### config.mk
export PLATFORM = sky130hd
export DESIGN_NAME = reg_scoreboard
export DESIGN_NICKNAME = d
export VERILOG_FILES = /design/src/rtl/reg_scoreboard.sv
export SDC_FILE = /design/constraint.sdc
export NUM_CORES = 1
export LEC_CHECK = 0
export BUFFER_PORTS_ARGS = -buffer_cell sky130_fd_sc_hd__buf_4
export CAP_MARGIN = 20
export CELL_PAD_IN_SITES_DETAIL_PLACEMENT = 1
export CELL_PAD_IN_SITES_GLOBAL_PLACEMENT = 1
export CORE_MARGIN = 4
export CORE_UTILIZATION = 40
export DETAILED_ROUTE_END_ITERATION = 10
export GPL_ROUTABILITY_DRIVEN = 0
export GPL_TIMING_DRIVEN = 0
export MAX_ROUTING_LAYER = met4
export PLACE_DENSITY_LB_ADDON = 0.1
export SLEW_MARGIN = 20
export SYNTH_ARGS = -nofsm -noshare
export SYNTH_HDL_FRONTEND = slang
export SYNTH_SLANG_ARGS = --single-unit
### constraint.sdc
create_clock -name clk -period 3.6 [get_ports clk]
set_clock_uncertainty 0.05 [all_clocks]
set_input_delay 0.36 -clock clk [delete_from_list [all_inputs] [get_ports clk]]
set_output_delay 0.36 -clock clk [all_outputs]
set_load 0.05 [all_outputs]
### src/rtl/reg_scoreboard.sv
// rtl/reg_scoreboard.sv - per-register outstanding-write scoreboard with issue hazard detection and drain FSM
module reg_scoreboard #(
   parameter int N_REG  = 16,
   parameter int W_ADDR = 4,
   parameter int W_CNT  = 2
) (
   input  logic              clk,
   input  logic              rst,
   input  logic              issue_valid_i,
   input  logic [W_ADDR-1:0] issue_rd_i,
   input  logic [W_ADDR-1:0] issue_rs_i,
   input  logic              use_rd_i,
   input  logic              use_rs_i,
   input  logic              wr_rd_i,
   input  logic              stall_i,
   input  logic              wb_i,
   input  logic [W_ADDR-1:0] wb_r_i,
   input  logic              drain_i,
   output logic              issue_fire_o,
   output logic              stall_o,
   output logic [N_REG-1:0]  busy_o,
   output logic              drain_done_o,
   output logic              err_o
);

   typedef enum logic [1:0] {RUN, DRAIN, DONE} state_t;

   localparam logic [W_CNT-1:0] CNT_MAX = '1;

   state_t           state;
   logic [W_CNT-1:0] cnt [N_REG];

   logic             rd_ok, rs_ok, wb_ok;
   logic [W_CNT-1:0] rd_cnt, rs_cnt, wb_cnt;
   logic             hazard;
   logic             inc_en;
   logic             wb_en;
   logic             same_reg;
   logic             all_zero;

   // Addresses beyond N_REG read as an idle counter and never update state.
   always_comb begin
      rd_ok  = int'(issue_rd_i) < N_REG;
      rs_ok  = int'(issue_rs_i) < N_REG;
      wb_ok  = int'(wb_r_i) < N_REG;
      rd_cnt = rd_ok ? cnt[issue_rd_i] : '0;
      rs_cnt = rs_ok ? cnt[issue_rs_i] : '0;
      wb_cnt = wb_ok ? cnt[wb_r_i] : '0;
   end

   always_comb begin
      busy_o = '0;
      for (int i = 0; i < N_REG; i++) begin
         busy_o[i] = (cnt[i] != '0);
      end
   end

   assign all_zero = (busy_o == '0);

   // Hazard uses registered counts only; a same-cycle write-back does not bypass.
   assign hazard = issue_valid_i &
                   ((use_rd_i & (rd_cnt != '0)) |
                    (use_rs_i & (rs_cnt != '0)) |
                    (wr_rd_i  & (rd_cnt == CNT_MAX)));

   assign issue_fire_o = issue_valid_i & ~hazard & ~stall_i & (state == RUN);
   assign stall_o      = stall_i | hazard | (issue_valid_i & (state != RUN));

   assign inc_en   = issue_fire_o & wr_rd_i & rd_ok;
   assign wb_en    = wb_i & wb_ok;
   assign same_reg = inc_en & wb_en & (issue_rd_i == wb_r_i);

   always_ff @(posedge clk) begin
      if (rst) begin
         for (int i = 0; i < N_REG; i++) begin
            cnt[i] <= '0;
         end
         state        <= RUN;
         err_o        <= 1'b0;
         drain_done_o <= 1'b0;
      end else begin
         for (int i = 0; i < N_REG; i++) begin
            if (same_reg && (issue_rd_i == W_ADDR'(i))) begin
               cnt[i] <= cnt[i];
            end else if (inc_en && (issue_rd_i == W_ADDR'(i))) begin
               cnt[i] <= cnt[i] + 1'b1;
            end else if (wb_en && (wb_r_i == W_ADDR'(i)) && (cnt[i] != '0)) begin
               cnt[i] <= cnt[i] - 1'b1;
            end
         end

         // Underflow on an idle register or a write-back outside the tracked range.
         if (wb_i && (!wb_ok || ((wb_cnt == '0) && !same_reg))) begin
            err_o <= 1'b1;
         end

         case (state)
            RUN: begin
               drain_done_o <= 1'b0;
               if (drain_i) begin
                  state <= DRAIN;
               end
            end
            DRAIN: begin
               if (all_zero) begin
                  state        <= DONE;
                  drain_done_o <= 1'b1;
               end
            end
            DONE: begin
               state        <= RUN;
               drain_done_o <= 1'b0;
            end
            default: begin
               state        <= RUN;
               drain_done_o <= 1'b0;
            end
         endcase
      end
   end

endmodule

Yosys cells after proc, flatten, opt, wreduce, memory -nomap -nowiden. Memories as Yosys holds them, arrays and structs flattened. Index checks and enable logic that the tools add are counted.

Output and inout port bits: 20. Register bits after elaboration: 4. Memory bits (writable): 32. Bits of input ports: 21. Memories: 1. Logic and storage cells: 475.

Bitwise operators: 66. Equal/unequal tests: 35. Mux-type cells: 245. Add/subtract/negate cells: 32. Reductions and logical operators: 93.

Memories: cnt (depth 16, bits a word 2, rd ports 19, clocked after memory_dff 0, write ports 16, line 31) `logic [W_CNT-1:0] cnt [N_REG];`.

Operator list (count): two-way mux 1 bit (194); two-way mux 2 bit (50); logical AND 1 bit (66); equality test 4 bit (second input constant) (16); OR 1 bit (52); nonzero test 2 bit (19); adder 2 x 1 -> 2 bit (second input constant) (16); equality test 4 x 3 -> 1 bit (second input constant) (8); subtractor 2 x 1 -> 2 bit (second input constant) (16); equality test 4 x 2 -> 1 bit (second input constant) (4); logical NOT 16 bit (1); bitwise AND 1 bit (11); equality test 4 x 1 -> 1 bit (second input constant) (2); logical NOT 4 bit (2); equality test 4 bit (1); logical NOT 2 bit (2); != test 2 bit (second input constant) (2); case mux 2 bit (2 select lines) (1); NOT 1 bit (3); equality test 2 x 1 -> 1 bit (second input constant) (1); equality test 2 bit (second input constant) (1); AND reduction 2 bit (1); OR reduction 2 bit (1); logical NOT 1 bit (1).

Longest topological paths before layout. An unclocked memory read counts as a cell.

Word-level depth: 20. Gate-level depth with buffers: 11.

Worst setup path before layout. No wires, ideal clock.

Path type: input-to-output. Start: in issue_rd_i[0]. End: out issue_fire_o. Arrival time: 2.859 ns. Cell stages on the path: 9. Buffers on the path: 2. Data required time: 3.190 ns. Slack: 0.331 ns. Path through: buf_6 -> buf_6 -> mux4_2 -> a22o_1 -> nor2_4 -> nor2_1 -> a21oi_1 -> nand3_1 -> nor3b_1.

Longest elaborated chain between the ends: 10. Elaborated cells between the ends (all ways): 12.

Ends and longest elaborated chain: start, declared (line 10) `input logic [W_ADDR-1:0] issue_rd_i,`; memory (16 x 2 bit) (*); nonzero test 2 bit (line 62) `((use_rd_i & (rd_cnt != '0)) |`; bitwise AND 1 bit (line 62); OR 1 bit (line 62); OR 1 bit (*) (line 63) `(use_rs_i & (rs_cnt != '0)) |`; bitwise AND 1 bit (*) (line 61) `assign hazard = issue_valid_i &`; NOT 1 bit (*) (line 66) `assign issue_fire_o = issue_valid_i & ~hazard & ~stall_i & (state == RUN);`; bitwise AND 1 bit (*) (3 in a row) (line 66); end, declared (line 19) `output logic issue_fire_o,`.

Mark *: on every way between the ends. The rest lies on a longest branch, timed or not.

==> results_dict.tcl <==
set metrics [dict create \
    cts_sinks 36 \
    grt_max_degree 12 \
    cp.depth 8 \
    slowest_delay_ns 0.52 \
    seqPwrFrac_pct 43.0 \
    fillers 971 \
    cts-htree-levels 2 \
    die_area_um2 9667 \
    grt_pass1_wl_um 18590 \
    grt_overflow 0 \
    syn_avg_cell_area_um2 9.064 \
    cts_setup_buffers 0 \
    utilization_pct 47.53 \
    antenna_cells 0 \
    p_sw_w 0.0004161 \
    fin_nets 421 \
    synth_enable_flop_cells 32 \
    wl_per_cell_um 23.56 \
    area_growth_pct 14.30 \
    cts_made_buffers 5 \
    finalSetupViolCount 0 \
    cp_slowest_cell "clkbuf_1" \
    post_cts_resized 0 \
    holdPathStages 3 \
    cts_hold_buf 0 \
    clockPowerShare_pct 26.6 \
    ir_drop_uv 128.1 \
    fin_ws_ns 0.5725 \
    max_freq_ghz 0.3303 \
    synth_most_common_cell "nor2_1" \
    drive_gt1_share_pct 22.50 \
    die_y_um 98.32 \
    critical_path_class "reg2reg" \
    post-dp-hpwl_um 8920 \
    critical_path.startpoint_type "register" \
    cp_max_fo 10 \
    yosys_warnings 0 \
    synth_async_sr_flop_share_pct 0 \
    synth_area_leader_cell "edfxtp_1" \
    routed_wl_um 11830 \
    drtAntennaViolNets 0 \
    required_ns 3.53 \
    tightestPinTransition_ns 0.9974 \
    ys_seq_area_share_pct 31.90 \
    synth_cell_types 58 \
    grtUsageTotal_pct 25.55 \
    synth-seq-cells 36 \
    vias_per_cell 6.406 \
    synth_top_area_share_pct 29.45 \
    reg2regPathDepth 8 \
    synth_common_cells "nor2_1, edfxtp_1, inv_1, nand2_1, nand4_1" \
    end_kind "register" \
    hold_viol 0 \
    intPower_w 0.0007603 \
    drc 0 \
    final-seq-area_um2 1041 \
    cp_num_buf_inv 1 \
    vias 3216 \
    firstDrtPassIters 5 \
    fp-row-count 32 \
    multi_input_area_um2 1989 \
    initial_core_util_pct 41.58 \
    p_leak_nw 1.419 \
    p_comb_share_pct 30.3 \
    cts_tree "built" \
    grt_pass1_vias 3270 \
    power.density_nw_per_um2 315.4 \
    core_area_um2 7848 \
    worstPathCellList "nor2_1, mux4_2, a22oi_1, a21oi_2, clkbuf_1, nand4_1, and3_1, a31oi_1" \
    rsz0062_at_grt "no" \
    cap_violations 0 \
    io_buffers 32 \
    slew_headroom_pct 33.26 \
    clockBufferDepth 2 \
    run_status "completed" \
    fin_crit_ns 3.027 \
    finalPower_w 0.001176 \
    setup_tns_ns 0 \
    ys_top_cells_by_area "edfxtp_1, mux4_2, nor2_1" \
    place_ws_ns 0.2255 \
    hold_class "in2reg" \
    dpl-instance-area_um2 3631 \
    antenna_found_initial 0 \
    syn-cell-area_um2 3263 \
    arrival_ns 2.96 \
    design_area_um2 3730 \
    syn_inst 360 \
    die-width_um 98.32 \
    drtIter0Drc 316 \
    p_sw_share_pct 35.37 \
    root_buffer "clkbuf_8" \
    clk_latency_ns 0.30 \
    ios 41 \
    ys.flop_type "edfxtp_1" \
    syn-num-nets 382 \
    cts.reportedPaths.clkPinSlew_ns 0.08 \
    slew_viol_final 0 \
    crit_family "simple AND/OR/NAND/NOR gates" \
    post-route-period-util_pct 84.10 \
]
placed cells by master (no fill, tap or decap), types with 3 or more instances in the layout:
cell type / instances
and2_1: 8
nor4_1: 3
and3_1: 4
buf_2: 5
nor3_1: 12
mux2i_1: 9
clkbuf_8: 6
nor3b_1: 6
nand2b_1: 5
o31ai_1: 5
dfxtp_1: 4
a31o_2: 4
o41ai_1: 3
a31oi_1: 8
a21oi_1: 13
nand2_1: 25
xnor2_1: 4
xor2_1: 7
clkbuf_1: 15
nor2b_1: 7
nand3_1: 18
inv_1: 25
nand4_1: 19
o21ai_0: 3
buf_6: 4
nor2_1: 47
buf_4: 34
a22o_1: 5
edfxtp_1: 32
mux2_2: 7
mux4_2: 16
kinds of logic (layout without fill, tap and decap cells):
group	Yosys count	count (layout)	share of synthesized area (%)
flip-flops	36	36	31.90
AO/OA/AOI/OAI	64	64	15.68
buffers and inverters	52	92	7.323
AND/OR/NAND/NOR	163	163	25.12
adder cells (fa/ha/maj)	2	2	0.8051
XOR/XNOR	11	11	2.952
multiplexers	32	32	16.22
worst paths after layout:
check                           slack [ns]         to       start
worst min-delay path                  0.30   state[0]     drain_i
worst max register to register        0.57  cnt[6][1]  cnt[14][0]
worst max-delay path                  0.57  cnt[6][1]  cnt[14][0]
worst min register to register        0.43   state[0]    state[1]
layer usage:
metal  part of all wire, %  up-vias  wire [µm]  global-route usage [%]
met3                   8.8       24       1040                   5.571
met1                    42     1607       5001                   34.11
li1                      -     1432          -                       -
met4                   2.2        0        256                   7.668
met5                     0        -          0                       -
met2                    47      153       5529                   39.00
registers in the layout, indices dropped and copies added (netlist names):
signal and cells:
cnt 32, drain_done_o 1, state 2, err_o 1
cell type report:
type | instances | share of cell area (%)
tap | 102 | 3.422
buffer | 27 | 3.891
inverter | 25 | 2.516
sequential | 36 | 27.91
timing repair buffer | 32 | 6.441
clock buffer | 6 | 2.214
multi-input combinational | 272 | 53.34
clock inverter | 2 | 0.2684
power groups by stage:
stage	logic, W	clock network, W	registers [W]
2_1_floorplan	0.000241	0	0.000510
3_3_place_gp	0.000346	0	0.000514
3_5_place_dp	0.000351	0	0.000515
4_1_cts	0.000353	0.000323	0.000506
5_1_grt	0.000380	0.000341	0.000510
6_report	0.000357	0.000313	0.000506
worst min-delay path, cell delays in order:
cell	delay, ns
buf_4	0.11
nor2_1	0.07
a2111oi_0	0.06
stage by stage:
| stage | cells | hold slack (ns) |
|---|---|---|
| 2_1_floorplan | 360 | 0.3817 |
| 3_3_place_gp | 494 | 0.4059 |
| 3_5_place_dp | 494 | 0.4210 |
| 4_1_cts | 502 | 0.2947 |
| 5_1_grt | 502 | 0.3282 |
| 6_report | 502 | 0.2983 |
No activity file was read; power rests on OpenSTA's default activity.
